==> src/rtl/booth_multiplier_fsm.sv <==
// Sequential radix-2 Booth multiplier with a start/ready handshake.
// Handles signed or unsigned operands and produces a registered 2N-bit product.
module booth_multiplier_fsm #(
    parameter int unsigned WORD_LENGTH = 8
) (
    input  logic                       clk,
    input  logic                       reset,
    input  logic                       start,
    input  logic                       signed_mode,
    input  logic [WORD_LENGTH-1:0]     multiplicand,
    input  logic [WORD_LENGTH-1:0]     multiplier,
    output logic                       ready,
    output logic                       busy,
    output logic                       done,
    output logic [2*WORD_LENGTH-1:0]   product,
    output logic                       sign,
    output logic                       zero
);

    localparam int unsigned N  = WORD_LENGTH;
    localparam int unsigned CW = $clog2(N + 2);

    typedef enum logic [1:0] {StIdle, StRun, StDone} state_e;

    state_e            state_q, state_d;
    logic [N:0]        a_q, a_d;
    logic [N:0]        q_q, q_d;
    logic              qm1_q, qm1_d;
    logic [N:0]        m_q, m_d;
    logic [CW-1:0]     count_q, count_d;
    logic              mode_q, mode_d;
    logic [2*N-1:0]    product_q, product_d;
    logic              sign_q, sign_d;
    logic              zero_q, zero_d;
    logic              done_q, done_d;

    logic [N:0]        a_step;
    logic [N:0]        a_sh;
    logic [N:0]        q_sh;
    logic [2*N-1:0]    product_next;

    // One Booth step: add/sub modulo 2^(N+1), then arithmetic shift of {A,Q,Q-1}.
    always_comb begin
        case ({q_q[0], qm1_q})
            2'b10:   a_step = a_q - m_q;
            2'b01:   a_step = a_q + m_q;
            default: a_step = a_q;
        endcase
        a_sh         = {a_step[N], a_step[N:1]};
        q_sh         = {a_step[0], q_q[N:1]};
        product_next = {a_sh[N-2:0], q_sh};
    end

    always_comb begin
        state_d   = state_q;
        a_d       = a_q;
        q_d       = q_q;
        qm1_d     = qm1_q;
        m_d       = m_q;
        count_d   = count_q;
        mode_d    = mode_q;
        product_d = product_q;
        sign_d    = sign_q;
        zero_d    = zero_q;
        done_d    = 1'b0;

        case (state_q)
            StIdle: begin
                if (start) begin
                    state_d = StRun;
                    a_d     = '0;
                    q_d     = {signed_mode & multiplier[N-1], multiplier};
                    qm1_d   = 1'b0;
                    m_d     = {signed_mode & multiplicand[N-1], multiplicand};
                    count_d = CW'(N + 1);
                    mode_d  = signed_mode;
                end
            end
            StRun: begin
                a_d     = a_sh;
                q_d     = q_sh;
                qm1_d   = q_q[0];
                count_d = count_q - CW'(1);
                // Final step writes the result directly so it is visible in the DONE cycle.
                if (count_q == CW'(1)) begin
                    state_d   = StDone;
                    product_d = product_next;
                    sign_d    = mode_q & product_next[2*N-1];
                    zero_d    = (product_next == '0);
                    done_d    = 1'b1;
                end
            end
            StDone: begin
                state_d = StIdle;
            end
            default: begin
                state_d = StIdle;
            end
        endcase
    end

    always_ff @(posedge clk or negedge reset) begin
        if (!reset) begin
            state_q   <= StIdle;
            a_q       <= '0;
            q_q       <= '0;
            qm1_q     <= 1'b0;
            m_q       <= '0;
            count_q   <= '0;
            mode_q    <= 1'b0;
            product_q <= '0;
            sign_q    <= 1'b0;
            zero_q    <= 1'b1;
            done_q    <= 1'b0;
        end else begin
            state_q   <= state_d;
            a_q       <= a_d;
            q_q       <= q_d;
            qm1_q     <= qm1_d;
            m_q       <= m_d;
            count_q   <= count_d;
            mode_q    <= mode_d;
            product_q <= product_d;
            sign_q    <= sign_d;
            zero_q    <= zero_d;
            done_q    <= done_d;
        end
    end

    assign ready   = (state_q == StIdle);
    assign busy    = (state_q == StRun) || (state_q == StDone);
    assign done    = done_q;
    assign product = product_q;
    assign sign    = sign_q;
    assign zero    = zero_q;

endmodule
==> config.mk <==
export PLATFORM = sky130hd
export DESIGN_NAME = booth_multiplier_fsm
export DESIGN_NICKNAME = d
export VERILOG_FILES = /design/src/rtl/booth_multiplier_fsm.sv
export SDC_FILE = /design/constraint.sdc
export NUM_CORES = 1
export LEC_CHECK = 0
export ABC_AREA = 1
export BUFFER_PORTS_ARGS = -buffer_cell sky130_fd_sc_hd__buf_2
export CAP_MARGIN = 20
export CORE_ASPECT_RATIO = 1.25
export CORE_MARGIN = 5
export CORE_UTILIZATION = 55
export CTS_CLUSTER_DIAMETER = 80
export DETAILED_ROUTE_END_ITERATION = 6
export GPL_ROUTABILITY_DRIVEN = 0
export GPL_TIMING_DRIVEN = 0
export PLACE_DENSITY = 0.77
export SYNTH_ARGS = -nofsm -noshare
export SYNTH_HDL_FRONTEND = slang
export SYNTH_SLANG_ARGS = --single-unit
export TNS_END_PERCENT = 30
==> constraint.sdc <==
create_clock -name clk -period 2.75 [get_ports clk]
set_input_delay 0.275 -clock clk [delete_from_list [all_inputs] [get_ports clk]]
set_output_delay 0.275 -clock clk [all_outputs]
set_load 0.005 [all_outputs]
==> results of run 1 <==
[power by group]
| group | total, mW | internal, mW | switching [mW] |
|---|---|---|---|
| Clock | 0.549 | 0.297 | 0.252 |
| Sequential | 1.34 | 1.12 | 0.216 |
| Combinational | 2.61 | 0.951 | 1.66 |
| Total | 4.50 | 2.37 | 2.13 |
[cells in the mapped netlist (all sizes together) (2+ instances only)]
master | number | area (um2)
o22ai | 5 | 31.3
buf | 5 | 27.5
nor2 | 20 | 82.6
ha | 15 | 188
clkbuf | 3 | 11.3
dfrtp | 52 | 1300
a22oi | 2 | 15.0
o211ai | 6 | 45.0
nand3 | 19 | 95.1
inv | 56 | 210
nand2 | 104 | 393
a21oi | 9 | 45.0
a31oi | 2 | 12.5
nand3b | 3 | 22.5
xor2 | 7 | 61.3
o21ai | 43 | 219
[cell type report]
| class | instances | area (um2) | share of cell area [%] |
|---|---|---|---|
| plain buffers | 8 | 38.8 | 1.18 |
| clock buffers | 7 | 86.3 | 2.63 |
| clock inverters | 1 | 30.0 | 0.914 |
| inverters | 56 | 210 | 6.40 |
| multi-input cells | 243 | 1280 | 39.1 |
| flip-flops and latches | 53 | 1330 | 40.4 |
| well taps | 62 | 77.6 | 2.36 |
| repair buffers | 42 | 230 | 7.01 |
[worst max-delay path by stage]
stage | slack, ns | end | depth (start not counted) | start
6_report | 0.17 | a_q[4]$_DFFE_PN0P_ | 11 | m_q[0]$_DFFE_PN0P_
5_1_grt | 0.007 | zero$_DFFE_PN1P_ | 15 | m_q[0]$_DFFE_PN0P_
4_1_cts | 0.15 | a_q[4]$_DFFE_PN0P_ | 11 | m_q[0]$_DFFE_PN0P_
3_5_place_dp | 0.18 | a_q[4]$_DFFE_PN0P_ | 11 | m_q[0]$_DFFE_PN0P_
3_3_place_gp | 0.19 | a_q[4]$_DFFE_PN0P_ | 11 | m_q[0]$_DFFE_PN0P_
2_1_floorplan | 0.66 | zero$_DFFE_PN1P_ | 14 | m_q[0]$_DFFE_PN0P_
[worst min-delay path, cell delays in order]
cell and delay (ns):
buf_2 0.07, nand2_1 0.05, nand2_1 0.05
[per-layer routing]
| layer | GRT usage, % | share of wire [%] |
|---|---|---|
| met5 | 0 | 0 |
| met4 | 6.53 | 1.9 |
| met3 | 3.45 | 2.9 |
| met2 | 36.0 | 53 |
| met1 | 26.8 | 42 |
[state kept, by name, summed over array words and instances (netlist names)]
signal   cells
zero         1
count_q      4
state_q      2
product     16
sign         1
mode_q       1
done         1
qm1_q        1
q_q          9
m_q          9
a_q          8
[per-stage QoR]
step	setup slack (ns)	power, mW
6_report	0.174	4.50
3_3_place_gp	0.192	3.85
4_1_cts	0.146	4.52
3_5_place_dp	0.181	3.95
2_1_floorplan	0.656	3.22
5_1_grt	0.00702	4.96
[repair_timing]
item | CTS | global route
hold buffers | 1 | 0
endpoints found under the setup margin | 0 | 0
endpoints found under the hold margin | 19 | 0
[cell families after synthesis]
kind of cell             after synthesis  share of synthesized area (%)
buffers and inverters                 64                           8.71
AO/OA/AOI/OAI                         71                           14.0
flip-flops                            53                           46.4
XOR/XNOR                               8                           2.45
AND/OR/NAND/NOR                      148                           21.2
adder cells (fa/ha/maj)               16                           7.26
==> results.json, run 1 <==
{
  "worstPathMaxFanout": 3,
  "diodes": 0,
  "nets": 445,
  "initial_core_util_pct": 56.3,
  "cp.buffers_inverters": 1,
  "drt-initial-drc-count": 103,
  "cts_setup_buffers": 0,
  "area_growth_pct": 14.8,
  "yosysWarnings": 0,
  "timing.fmax_ghz": 0.388,
  "hold_start": "multiplicand[4]",
  "place_hpwl_mm": 5.12,
  "status": "finished clean",
  "drt-pass1-iter-count": 4,
  "slew_violations": 0,
  "cap_violations": 0,
  "syn_area_um2": 2860,
  "grt_pass1_vias": 2473,
  "wl_mm": 6.57,
  "setup_violations": 0,
  "final_cell_mix": "103 x nand2_1, 53 x inv_1, 52 x dfrtp_1",
  "vias": 2486,
  "leakage_nw": 1.78,
  "cts.clk_slew.worst_paths_ns": 0.09,
  "critPathArrivalTime_ns": 2.74,
  "rr_endpoint": "a_q[4]$_DFFE_PN0P_",
  "syn_avg_cell_area_um2": 7.95,
  "hold_class": "input port to flip-flop",
  "io_pins": 41,
  "nFillCells": 451,
  "fp.dieH_um": 90.6,
  "grt_util_all_layers_pct": 21.1,
  "grt_pass1_wl_mm": 11.2,
  "skew_ns": 0.00803,
  "post-route-drc-count": 0,
  "core_um2": 5080,
  "synthFlopType": "dfrtp_1",
  "die_w_um": 74.5,
  "pwr_density_cell_nw_per_um2": 1370,
  "synthesis.nets": 396,
  "cts_tree": "yes",
  "synthCells": 360,
  "numPortBuffers": 40,
  "path_delay_family": "compound AO/OA/AOI/OAI gates",
  "fin_crit_sh_pct": 93.7,
  "numCtsBuffers": 5,
  "tns_ns": 0,
  "slowest_delay_ns": 0.43,
  "clk_path_buf_depth": 2,
  "critical_path_required_ns": 2.92,
  "drtAntennaViolNets": 0,
  "wire_per_inst_um": 13.9,
  "min_to": "m_q[4]$_DFFE_PN0P_",
  "cts.sinks": 53,
  "worstHoldPathCells": 3,
  "regToRegSetupSlack_ns": 0.17,
  "clk_latency_ns": 0.31,
  "worst_slew_pin_slew_ns": 0.615,
  "crit_chain": "inv_1 -> ha_1 -> nor2_1 -> xor2_1 -> ha_1 -> a21oi_1 -> nand2_1 -> nand2_1 -> a21oi_1 -> o21ai_0 -> o21ai_0",
  "ys_seq_area_share_pct": 46.4,
  "htree_levels": 2,
  "rows": 29,
  "post_cts_resize_count": 0,
  "antenna_found_initial": 0,
  "timing.hold.ws_ns": 0.163,
  "die-area_um2": 6750,
  "via_per_inst": 5.27,
  "hold_viol": 0,
  "ir_worst_vdd_uv": 744,
  "root_buffer": "clkbuf_8",
  "drive_gt1_share_pct": 14.6,
  "reg2reg_from": "m_q[0]$_DFFE_PN0P_",
  "final_common_cell": "nand2_1",
  "finalInstanceArea_um2": 3280,
  "yosysUniqueCellTypes": 31,
  "ys_ff_latch": 53,
  "worst_slew_margin_rel_pct": 59.0,
  "dpl.cell_count": 463,
  "crit_slowest_cell": "o21ai_0",
  "async_flop_share_pct": 100,
  "finalCriticalPeriod_ns": 2.58,
  "rsz0062_at_grt": "false",
  "grt-ovfl-total": 0,
  "layout.cells.non_filler": 472,
  "fin_util_pct": 64.7,
  "dpl_cell_area_um2": 3160,
  "rr_worst_depth": 11,
  "cp-end-kind": "flip-flop",
  "path_class": "flip-flop to flip-flop",
  "grt_max_degree": 30,
  "start_kind": "flip-flop",
  "synth_edf_count": 0
}
(Power assumes the default switching activity.)
==> run 2: changes to the inputs <==
--- a/config.mk
+++ b/config.mk
@@ -15,7 +15,8 @@
 export DETAILED_ROUTE_END_ITERATION = 6
 export GPL_ROUTABILITY_DRIVEN = 0
 export GPL_TIMING_DRIVEN = 0
-export PLACE_DENSITY = 0.77
+export PLACE_DENSITY = 0.85
+export SETUP_SLACK_MARGIN = 0.3
 export SYNTH_ARGS = -nofsm -noshare
 export SYNTH_HDL_FRONTEND = slang
 export SYNTH_SLANG_ARGS = --single-unit
==> results.json, run 2 (synthesis gave the netlist of run 1 again) <==
{
  "drt-pass1-iter-count": 4,
  "clk_latency_ns": 0.31,
  "skew_ns": 0.0158,
  "pwr_density_cell_nw_per_um2": 1410,
  "finalCriticalPeriod_ns": 2.32,
  "path_class": "flip-flop to flip-flop",
  "grt_max_degree": 42,
  "grt_pass1_wl_mm": 11.7,
  "cts.clk_slew.worst_paths_ns": 0.10,
  "drtAntennaViolNets": 0,
  "slowest_delay_ns": 0.43,
  "grt_util_all_layers_pct": 21.7,
  "nFillCells": 431,
  "final_cell_mix": "100 x nand2_1, 52 x dfrtp_1, 50 x inv_1",
  "slew_violations": 0,
  "timing.fmax_ghz": 0.430,
  "register_area_um2": 1330,
  "post-route-drc-count": 0,
  "io_pins": 41,
  "hold_start": "multiplicand[3]",
  "crit_slowest_cell": "dfrtp_1",
  "busiest_layer": "met2",
  "numCtsBuffers": 5,
  "fp.dieH_um": 90.6,
  "wl_mm": 6.93,
  "vias": 2618,
  "clk_path_buf_depth": 2,
  "critical_path_required_ns": 3.00,
  "wire_per_inst_um": 14.5,
  "path_delay_family": "simple AND/OR/NAND/NOR gates",
  "rsz0062_at_grt": "false",
  "antenna_found_initial": 0,
  "worst_slew_margin_rel_pct": 68.8,
  "reg2reg_from": "m_q[2]$_DFFE_PN0P_",
  "dpl.cell_count": 463,
  "worstHoldPathCells": 3,
  "use_met2_pct": 37.2,
  "largest_reg_flops": 16,
  "grt-ovfl-total": 0,
  "setup_violations": 0,
  "multi_input_area_um2": 1380,
  "start_kind": "flip-flop",
  "hold_class": "input port to flip-flop",
  "tns_ns": 0,
  "via_per_inst": 5.48,
  "numPortBuffers": 40,
  "cp-end-kind": "flip-flop",
  "place_hpwl_mm": 5.11,
  "diodes": 0,
  "nets": 451,
  "rr_endpoint": "zero$_DFFE_PN1P_",
  "timing.hold.ws_ns": 0.174,
  "gr-usage-met1_pct": 27.3,
  "rr_worst_depth": 16,
  "htree_levels": 2,
  "initial_core_util_pct": 56.3,
  "cp.buffers_inverters": 2,
  "area_growth_pct": 18.8,
  "regToRegSetupSlack_ns": 0.43,
  "worst_slew_pin_slew_ns": 0.468,
  "layout.cells.non_filler": 478,
  "die-area_um2": 6750,
  "worstPathMaxFanout": 4,
  "cap_violations": 0,
  "fin_crit_sh_pct": 84.5,
  "drt-initial-drc-count": 176,
  "ir_worst_vdd_uv": 820,
  "root_buffer": "clkbuf_8",
  "core_um2": 5080,
  "die_w_um": 74.5,
  "rows": 29,
  "hold_viol": 0,
  "final_common_cell": "nand2_1",
  "crit_chain": "inv_2 -> nand2_2 -> nor2_4 -> nand2_2 -> o21ai_2 -> xor2_1 -> ha_1 -> nand2_1 -> inv_1 -> a21oi_2 -> nand3_1 -> nand3_2 -> nand2_4 -> nor2_4 -> nand3_2 -> nand2_1",
  "grt_pass1_vias": 2611,
  "grt_use_met3_pct": 2.67,
  "min_to": "m_q[3]$_DFFE_PN0P_",
  "drive_gt1_share_pct": 21.4,
  "critPathArrivalTime_ns": 2.58,
  "cts.sinks": 53,
  "leakage_nw": 1.81,
  "status": "finished clean",
  "cts_tree": "yes"
}
run 2: cell types whose count changed in the layout (fill, tap and decap cells not counted), sizes merged:
cell and change:
clkinv +3, bufinv -1, clkbuf -2, buf +6
run 2: worst min-delay path, cell delays in order:
cell and delay (ns):
buf_2 0.07, nand2_1 0.04, o21ai_0 0.06
run 2: how the worst max path moves through the flow:
stage | start | endpoint | cells past startpoint
final | m_q[2]$_DFFE_PN0P_ | zero$_DFFE_PN1P_ | 16
after global routing | m_q[2]$_DFFE_PN0P_ | zero$_DFFE_PN1P_ | 16
after CTS | m_q[1]$_DFFE_PN0P_ | zero$_DFFE_PN1P_ | 12
after detailed placement | m_q[0]$_DFFE_PN0P_ | zero$_DFFE_PN1P_ | 12
after global placement | m_q[0]$_DFFE_PN0P_ | zero$_DFFE_PN1P_ | 12
after floorplan | m_q[0]$_DFFE_PN0P_ | zero$_DFFE_PN1P_ | 14
run 2: area by class of cell:
class | count | share of cell area, %
Inverter | 56 | 6.19
Multi-Input combinational cell | 243 | 40.5
Tap cell | 62 | 2.28
Sequential cell | 53 | 39.1
Timing Repair Buffer | 48 | 8.10
Clock buffer | 5 | 2.03
Buffer | 8 | 1.14
Clock inverter | 3 | 0.663
run 2: through the flow:
step / utilization, % / setup WS [ns] / power (mW) / instance area (um2)
6_report: 66.9 / 0.425 / 4.79 / 3400
5_1_grt: 66.9 / 0.252 / 5.26 / 3400
4_1_cts: 64.6 / 0.327 / 4.46 / 3280
3_5_place_dp: 62.2 / 0.138 / 3.95 / 3160
3_3_place_gp: 61.8 / 0.215 / 3.82 / 3140
2_1_floorplan: - / 0.656 / 3.22 / 2860
run 2: power by group:
group	switching [mW]	internal [mW]
combinational	1.87	1.14
clock	0.264	0.181
sequential	0.223	1.12
total	2.36	2.44
run 2: timing repair:
item,CTS,global route
setup buffers,2,4
gates cloned,0,0
setup endpoints to repair,5,9
hold buffers,1,0
pin swaps,4,22
gates resized for setup,5,27
hold endpoints to repair,12,0
run 2: routing by layer:
layer | wire length [um] | vias up
met4 | 185 | 0
li1 | - | 1272
met5 | 0 | -
met2 | 3740 | 61
met1 | 2770 | 1269
met3 | 229 | 16
